--- src/rtl/seq_detect_ctrl.sv ---
// rtl/seq_detect_ctrl.sv - run-controlled programmable serial pattern detector
// Words are serialized MSB-first into a history register and matched against a latched pattern.
module seq_detect_ctrl #(
  parameter int WORD_W  = 8,
  parameter int MAX_LEN = 8,
  parameter int LEN_W   = 4,
  parameter int CNT_W   = 16
) (
  input  logic               clk,
  input  logic               reset,
  input  logic [MAX_LEN-1:0] cfg_pattern,
  input  logic [LEN_W-1:0]   cfg_len,
  input  logic               cfg_overlap,
  input  logic               cfg_load,
  input  logic               start,
  input  logic               stop,
  input  logic               s_valid,
  output logic               s_ready,
  input  logic [WORD_W-1:0]  s_data,
  output logic               det_pulse,
  output logic [CNT_W-1:0]   match_count,
  output logic               cfg_err,
  output logic               busy
);

  localparam int BI_W = $clog2(WORD_W);
  localparam int VC_W = $clog2(MAX_LEN + 1);
  localparam logic [MAX_LEN-1:0] PAT_RST = MAX_LEN'(4'b1101);
  localparam logic [LEN_W-1:0]   LEN_RST = LEN_W'(4);
  localparam logic [VC_W-1:0]    VC_MAX  = VC_W'(MAX_LEN);
  localparam logic [BI_W-1:0]    BI_LAST = BI_W'(WORD_W - 1);
  localparam logic [CNT_W-1:0]   CNT_MAX = '1;

  typedef enum logic [1:0] {ST_IDLE, ST_WAIT, ST_SHIFT} state_e;

  state_e             state_q, state_d;
  logic [MAX_LEN-1:0] pat_q, pat_d;
  logic [LEN_W-1:0]   len_q, len_d;
  logic               ovl_q, ovl_d;
  logic [MAX_LEN-1:0] hist_q, hist_d;
  logic [VC_W-1:0]    vcnt_q, vcnt_d;
  logic [WORD_W-1:0]  word_q, word_d;
  logic [BI_W-1:0]    bidx_q, bidx_d;
  logic               pend_q, pend_d;
  logic [CNT_W-1:0]   cnt_q, cnt_d;
  logic               det_q, det_d;
  logic               err_q, err_d;

  logic [MAX_LEN-1:0] mask;
  logic [MAX_LEN-1:0] hist_shift;
  logic [VC_W-1:0]    vcnt_inc;
  logic               match;
  logic               last_bit;
  logic               stop_eff;
  logic               accept;
  logic               cfg_ok;

  always_comb begin
    mask = '0;
    for (int i = 0; i < MAX_LEN; i++) begin
      mask[i] = (i < int'(len_q));
    end
  end

  // The shifted-in bit and its saturated count decide the match for this cycle.
  assign hist_shift = MAX_LEN'({hist_q, word_q[WORD_W-1]});
  assign vcnt_inc   = (vcnt_q == VC_MAX) ? vcnt_q : vcnt_q + VC_W'(1);
  assign match      = (state_q == ST_SHIFT)
                   && ((hist_shift & mask) == (pat_q & mask))
                   && (int'(vcnt_inc) >= int'(len_q));
  assign last_bit   = (bidx_q == BI_LAST);
  assign stop_eff   = stop | pend_q;
  assign accept     = s_valid & s_ready;
  assign cfg_ok     = (cfg_len != '0) && (int'(cfg_len) <= MAX_LEN);

  always_ff @(posedge clk) begin
    if (reset) begin
      state_q <= ST_IDLE;
      pat_q   <= PAT_RST;
      len_q   <= LEN_RST;
      ovl_q   <= 1'b1;
      hist_q  <= '0;
      vcnt_q  <= '0;
      word_q  <= '0;
      bidx_q  <= '0;
      pend_q  <= 1'b0;
      cnt_q   <= '0;
      det_q   <= 1'b0;
      err_q   <= 1'b0;
    end else begin
      state_q <= state_d;
      pat_q   <= pat_d;
      len_q   <= len_d;
      ovl_q   <= ovl_d;
      hist_q  <= hist_d;
      vcnt_q  <= vcnt_d;
      word_q  <= word_d;
      bidx_q  <= bidx_d;
      pend_q  <= pend_d;
      cnt_q   <= cnt_d;
      det_q   <= det_d;
      err_q   <= err_d;
    end
  end

  always_comb begin
    state_d = state_q;
    unique case (state_q)
      ST_IDLE: begin
        if (start) state_d = ST_WAIT;
      end
      ST_WAIT: begin
        if (stop)         state_d = ST_IDLE;
        else if (s_valid) state_d = ST_SHIFT;
      end
      ST_SHIFT: begin
        if (last_bit) begin
          if (stop_eff)    state_d = ST_IDLE;
          else if (accept) state_d = ST_SHIFT;
          else             state_d = ST_WAIT;
        end
      end
      default: state_d = ST_IDLE;
    endcase
  end

  always_comb begin
    s_ready = 1'b0;
    case (state_q)
      ST_WAIT:  s_ready = !stop;
      ST_SHIFT: s_ready = last_bit && !stop_eff;
      default:  s_ready = 1'b0;
    endcase
    busy        = (state_q != ST_IDLE);
    det_pulse   = det_q;
    match_count = cnt_q;
    cfg_err     = err_q;
  end

  always_comb begin
    pat_d  = pat_q;
    len_d  = len_q;
    ovl_d  = ovl_q;
    hist_d = hist_q;
    vcnt_d = vcnt_q;
    word_d = word_q;
    bidx_d = bidx_q;
    pend_d = pend_q;
    cnt_d  = cnt_q;
    det_d  = 1'b0;
    err_d  = 1'b0;
    case (state_q)
      ST_IDLE: begin
        // Load is evaluated before start so a combined pulse runs with the new config.
        if (cfg_load) begin
          if (cfg_ok) begin
            pat_d = cfg_pattern;
            len_d = cfg_len;
            ovl_d = cfg_overlap;
          end else begin
            err_d = 1'b1;
          end
        end
        if (start) begin
          hist_d = '0;
          vcnt_d = '0;
          cnt_d  = '0;
          pend_d = 1'b0;
        end
      end
      ST_WAIT: begin
        if (accept) begin
          word_d = s_data;
          bidx_d = '0;
        end
      end
      ST_SHIFT: begin
        hist_d = hist_shift;
        vcnt_d = (match && !ovl_q) ? '0 : vcnt_inc;
        word_d = {word_q[WORD_W-2:0], 1'b0};
        bidx_d = bidx_q + BI_W'(1);
        det_d  = match;
        if (match && (cnt_q != CNT_MAX)) cnt_d = cnt_q + CNT_W'(1);
        if (stop) pend_d = 1'b1;
        if (last_bit) begin
          pend_d = 1'b0;
          if (accept) begin
            word_d = s_data;
            bidx_d = '0;
          end
        end
      end
      default: ;
    endcase
  end

endmodule
--- config.mk ---
export PLATFORM = sky130hd
export DESIGN_NAME = seq_detect_ctrl
export DESIGN_NICKNAME = d
export VERILOG_FILES = /design/src/rtl/seq_detect_ctrl.sv
export SDC_FILE = /design/constraint.sdc
export NUM_CORES = 1
export LEC_CHECK = 0
export CORE_MARGIN = 2
export CORE_UTILIZATION = 53
export DETAILED_ROUTE_END_ITERATION = 10
export PLACE_DENSITY = 0.79
export RECOVER_POWER = 25
export SETUP_SLACK_MARGIN = 0.02
export SLEW_MARGIN = 15
export SYNTH_ARGS = -nofsm -noshare
export SYNTH_HDL_FRONTEND = slang
export SYNTH_SLANG_ARGS = --single-unit
--- constraint.sdc ---
create_clock -name clk -period 5.8 [get_ports clk]
set_input_delay 1.16 -clock clk [delete_from_list [all_inputs] [get_ports clk]]
set_output_delay 1.16 -clock clk [all_outputs]
set_load 0.1 [all_outputs]
======== Word level (Yosys, flattened, before mapping) ========
Cells that the tools add are included.
cells by class
  $add $sub $neg .......................... 3
  order comparisons ....................... 10
  equal/unequal tests ..................... 12
  muxes and demuxes ....................... 30
  bitwise gates (word level) .............. 7
  reductions and logical operators ........ 22
operators with widths
  cell                   count
  $mux 16                2
  $pmux 16 s2            1
  $mux 8                 3
  $add 16x1->16 const B  1
  $and 8x8->8            2
  $lt 3x4->1 const A     4
  $ne 16x16->1 const B   1
  $pmux 8 s2             1
  $pmux 7 s2             1
  $mux 2                 6
  $mux 4                 3
  $reduce_and 3->1       4
  $mux 3                 3
  $eq 8x8->1             1
  $lt 1x4->1 const A     2
  $lt 2x4->1 const A     2
  $pmux 4 s2             1
  $mux 7                 1
  $logic_and 1x1->1      6
  $ne 2x2->1 const B     3
  $ne 3x3->1 const B     2
  $pmux 2 s3             1
  $pmux 3 s2             1
  $reduce_bool 2->1      3
  other kinds (20)       29
storage, ports and cells
  flip-flop bits (word level) ............. 56
  bits of input ports ..................... 27
  output and inout port bits .............. 20
  logic and storage cells ................. 96

======== Depth between registers and ports, before layout ========
  depth in word-level cells ............... 9
  depth in mapped cells ................... 12
  depth with buffers taken out ............ 11

======== Worst setup path before layout ========
No wires, ideal clock.
  path kind ............................... input to output
  start ................................... input stop
  end ..................................... output s_ready
  data arrival time ....................... 2050 ps
  required time ........................... 4640 ps
  path slack .............................. 2590 ps
  stages on the path ...................... 2
  buffers on the path ..................... 0
  cells stage by stage .................... nor2b_1 o21a_1
on the way
  word-level cells in the longest chain between the ends .. 4
  elaborated cells on any way between the ends .. 5
  those cells by class .................... 1 x mux; 1 x bitwise; 3 x reduce/logical
ends and longest elaborated chain
  element            line  source
  start, declared    16    input logic stop,
  $or 1x1->1         72    assign stop_eff = stop | pend_q;
  $logic_not 1->1    131   ST_SHIFT: s_ready = last_bit && !stop_eff;
  $logic_and 1x1->1  131
  $pmux 1 s2 (*)     129   case (state_q)
  end, declared      18    output logic s_ready,
Mark *: on every way between the ends. The rest lies on a longest branch, timed or not.

======== Final worst setup path ========
Same ends and word-level chain as after synthesis.

==> summary.md <==
| Metric | Value |
|---|---|
| Layout Area Growth over Synthesis | 20.8% |
| Antenna Violating Nets Remaining | 0 |
| IO Port Bufs | 46 |
| Worst r2r src | vcnt_q[0] |
| CTS Hold Buffers Added | 0 |
| Crit path time final | 4.39 ns |
| Clock root buffer | clkbuf_8 |
| Initial Util | 55.3% |
| Critical path launch point type | input pin |
| # diodes | 0 |
| Sequential share of the synthesized area | 39.5% |
| Slew Limit Fails | 0 |
| Flops & latches, synth | 56 |
| Met1 Track Usage GR | 27.2% |
| H-tree depth | 2 |
| Slew at the pin with the worst max-slew slack | 1.25 ns |
| First-pass GRT wire length | 11000 µm |
| DRT Pass-1 Iters | 4 |
| Leak | 1.22 nW |
| Final HPWL DP | 4450 µm |
| Setup repair bufs after CTS | 0 |
| Synth warn | 0 |
| Core area | 5140 µm² |
| Vias | 2633 |
| Drt initial violations | 109 |
| Final setup fails | 0 |
| Arrival time worst endpoint | 3.23 ns |
| Worst-path clk slew | 0.10 ns |
| Pwr Density | 240 nW/µm² |
| Final hold violation count | 0 |
| Initial antenna violation count | 0 |
| Routed vias/inst | 5.80 |
| CP Capture Type | output port |
| Hold Crit Class | reg -> reg |
| CTS buffer count | 5 |
| Grt met3 use | 3.88% |
| Max Cap Viol | 0 |
| Cell Area, Synth | 2840 µm² |
| Row Count | 26 |
| Worst-Skew Late Latency | 0.31 ns |
| Mean Syn Cell Area | 8.26 µm² |
| Setup_tns | 0 ns |
| Distinct cells, synth | 45 |
| WP data required | 4.64 ns |
| CTS sink cnt | 56 |
| Wirelength, routed | 6300 µm |
| RSZ-0062 raised after global routing | false |
| Slew margin rel. | 15.8% |
| Residual DRC | 0 |
| Status | finished clean |
| Largest fanout on the critical path | 5 |
| Setup crit start | stop |
| Worst Reg2Reg Path Length in Cells | 12 |
| CTS tree | done |
| Die H | 77.2 µm |
| Post-CTS sizing | 0 |
| Largest net degree at the start of global routing | 45 |
| Clk buf depth | 2 |
| Achievable Freq | 228 MHz |
| Total track usage | 22.2% |
| Die area | 5960 µm² |
| Setup CP Type | in -> out |
| Cells after Synth | 344 |
| Die width | 77.2 µm |
| Hold depth | 2 |
| Busiest grt layer | met2 |
| Post-Syn Nets | 384 |
| Skew final | 0.00436 ns |
| Final nets | 423 |
| Period utilisation layout | 75.7% |
| Worst vdd ir | 146 µV |
| Share of post-route cells with drive strength above 1 | 3.39% |
| Hold Startpoint | word_q[0] |
| DR WL/cell | 13.9 µm |
| Ports | 47 |
| Gr ovfl total | 0 |
| Total Power | 0.000825 W |
| Vias in the first global route | 2471 |
| Met2 usage | 38.5% |
| Gp weighted congestion | 0.831 |
-- layer usage --
metal | up-vias | wire [µm]
met1 | 1229 | 2880
met3 | 10 | 239
met2 | 62 | 3090
met5 | - | 0
met4 | 0 | 81
li1 | 1332 | -
-- worst paths after layout --
check | endpoint | slack (ns)
setup / recovery | s_ready | 1.41
hold / removal | word_q[0] | 0.47
setup reg to reg | match_count[10] | 2.30
hold reg to reg | word_q[0] | 0.47
-- cells by family (layout without fill, tap and decap cells) --
group,Yosys count,in the layout,synth area share (%)
mux,8,8,2.82
compound gates,91,91,20.1
buf+inv,29,69,4.05
fa+ha+maj,13,13,5.72
simple gates,135,135,24.1
xor+xnor,12,12,3.70
flops,56,56,39.5
-- metrics by stage --
stage	worst slack (ns)	utilization, %	instance area, µm²	hold WS [ns]	std cells
after detailed placement	1.53	65.1	3350	0.452	446
after CTS	1.53	66.9	3440	0.465	454
final	1.41	66.8	3430	0.469	454
after global routing	1.32	66.8	3430	0.508	454
after floorplan	2.59	-	2840	0.431	344
after global placement	1.58	65.1	3350	0.448	446
-- cell usage after synthesis, drive strengths merged --
cell type	number	area, µm²
a2111oi	1	8.76
a211o	1	8.76
a211oi	7	52.6
a21boi	1	7.51
a21oi	32	160
a221o	1	10.0
a22oi	7	52.6
a31o	1	8.76
a31oi	5	31.3
a32oi	2	17.5
and2	2	12.5
and3	6	42.5
and3b	2	17.5
and4	2	20.0
buf	2	12.5
clkbuf	16	61.3
dfxtp	56	1120
ha	13	163
inv	11	41.3
mux2i	8	80.1
nand2	40	150
nand2b	2	12.5
nand3	9	45.0
nand3b	5	37.5
nand4	10	62.6
nor2	28	105
nor2b	1	6.26
nor3	8	40.0
nor4	3	18.8
o211ai	5	37.5
o21a	6	45.0
o21ai	15	78.8
o221ai	2	17.5
o22ai	2	12.5
o31ai	3	22.5
or3	10	62.6
or4	7	52.6
xnor2	11	96.3
xor2	1	8.76
-- power by group --
part | internal [W] | switching [W] | leakage, nW | total [W]
Combinational | 0.0000662 | 0.000108 | 0.718 | 0.000174
Sequential | 0.000407 | 0.0000180 | 0.455 | 0.000425
Clock | 0.0000974 | 0.000128 | 0.0445 | 0.000225
Total | 0.000571 | 0.000254 | 1.22 | 0.000825
-- critical path: stages --
cell and delay (ns):
dlygate4sd3_1 0.60, nor2b_1 0.18, o21a_1 0.17, clkdlybuf4s50_1 1.13
-- sequential cells by signal (all words and copies together), names as in the netlist --
| register | flops |
|---|---|
| cfg_err | 1 |
| ovl_q | 1 |
| match_count | 16 |
| hist_q | 7 |
| pat_q | 8 |
| word_q | 8 |
| len_q | 4 |
| bidx_q | 3 |
| vcnt_q | 4 |
| det_pulse | 1 |
| state_q | 2 |
| pend_q | 1 |
-- layout by cell type, fill, tap and decap left out, drive strengths merged, types with 8 or more instances in the layout --
cell type      synthesis  routed
nor3                   8       8
clkbuf                16       9
xnor2                 11      11
nand3                  9       9
dfxtp                 56      56
nor2                  28      28
a21oi                 32      32
mux2i                  8       8
o21ai                 15      15
ha                    13      13
nand4                 10      10
nand2                 40      40
clkdlybuf4s50          0      43
or3                   10      10
inv                   11      11
-- layout make-up --
class	instances	area [µm²]
Multi-Input combinational cell	259	1610
Inverter	11	41.3
Fill cell	462	1710
Sequential cell	56	1120
Clock inverter	1	7.51
Clock buffer	7	86.3
Tap cell	70	87.6
Timing Repair Buffer	50	483
(Power assumes the default switching activity.)
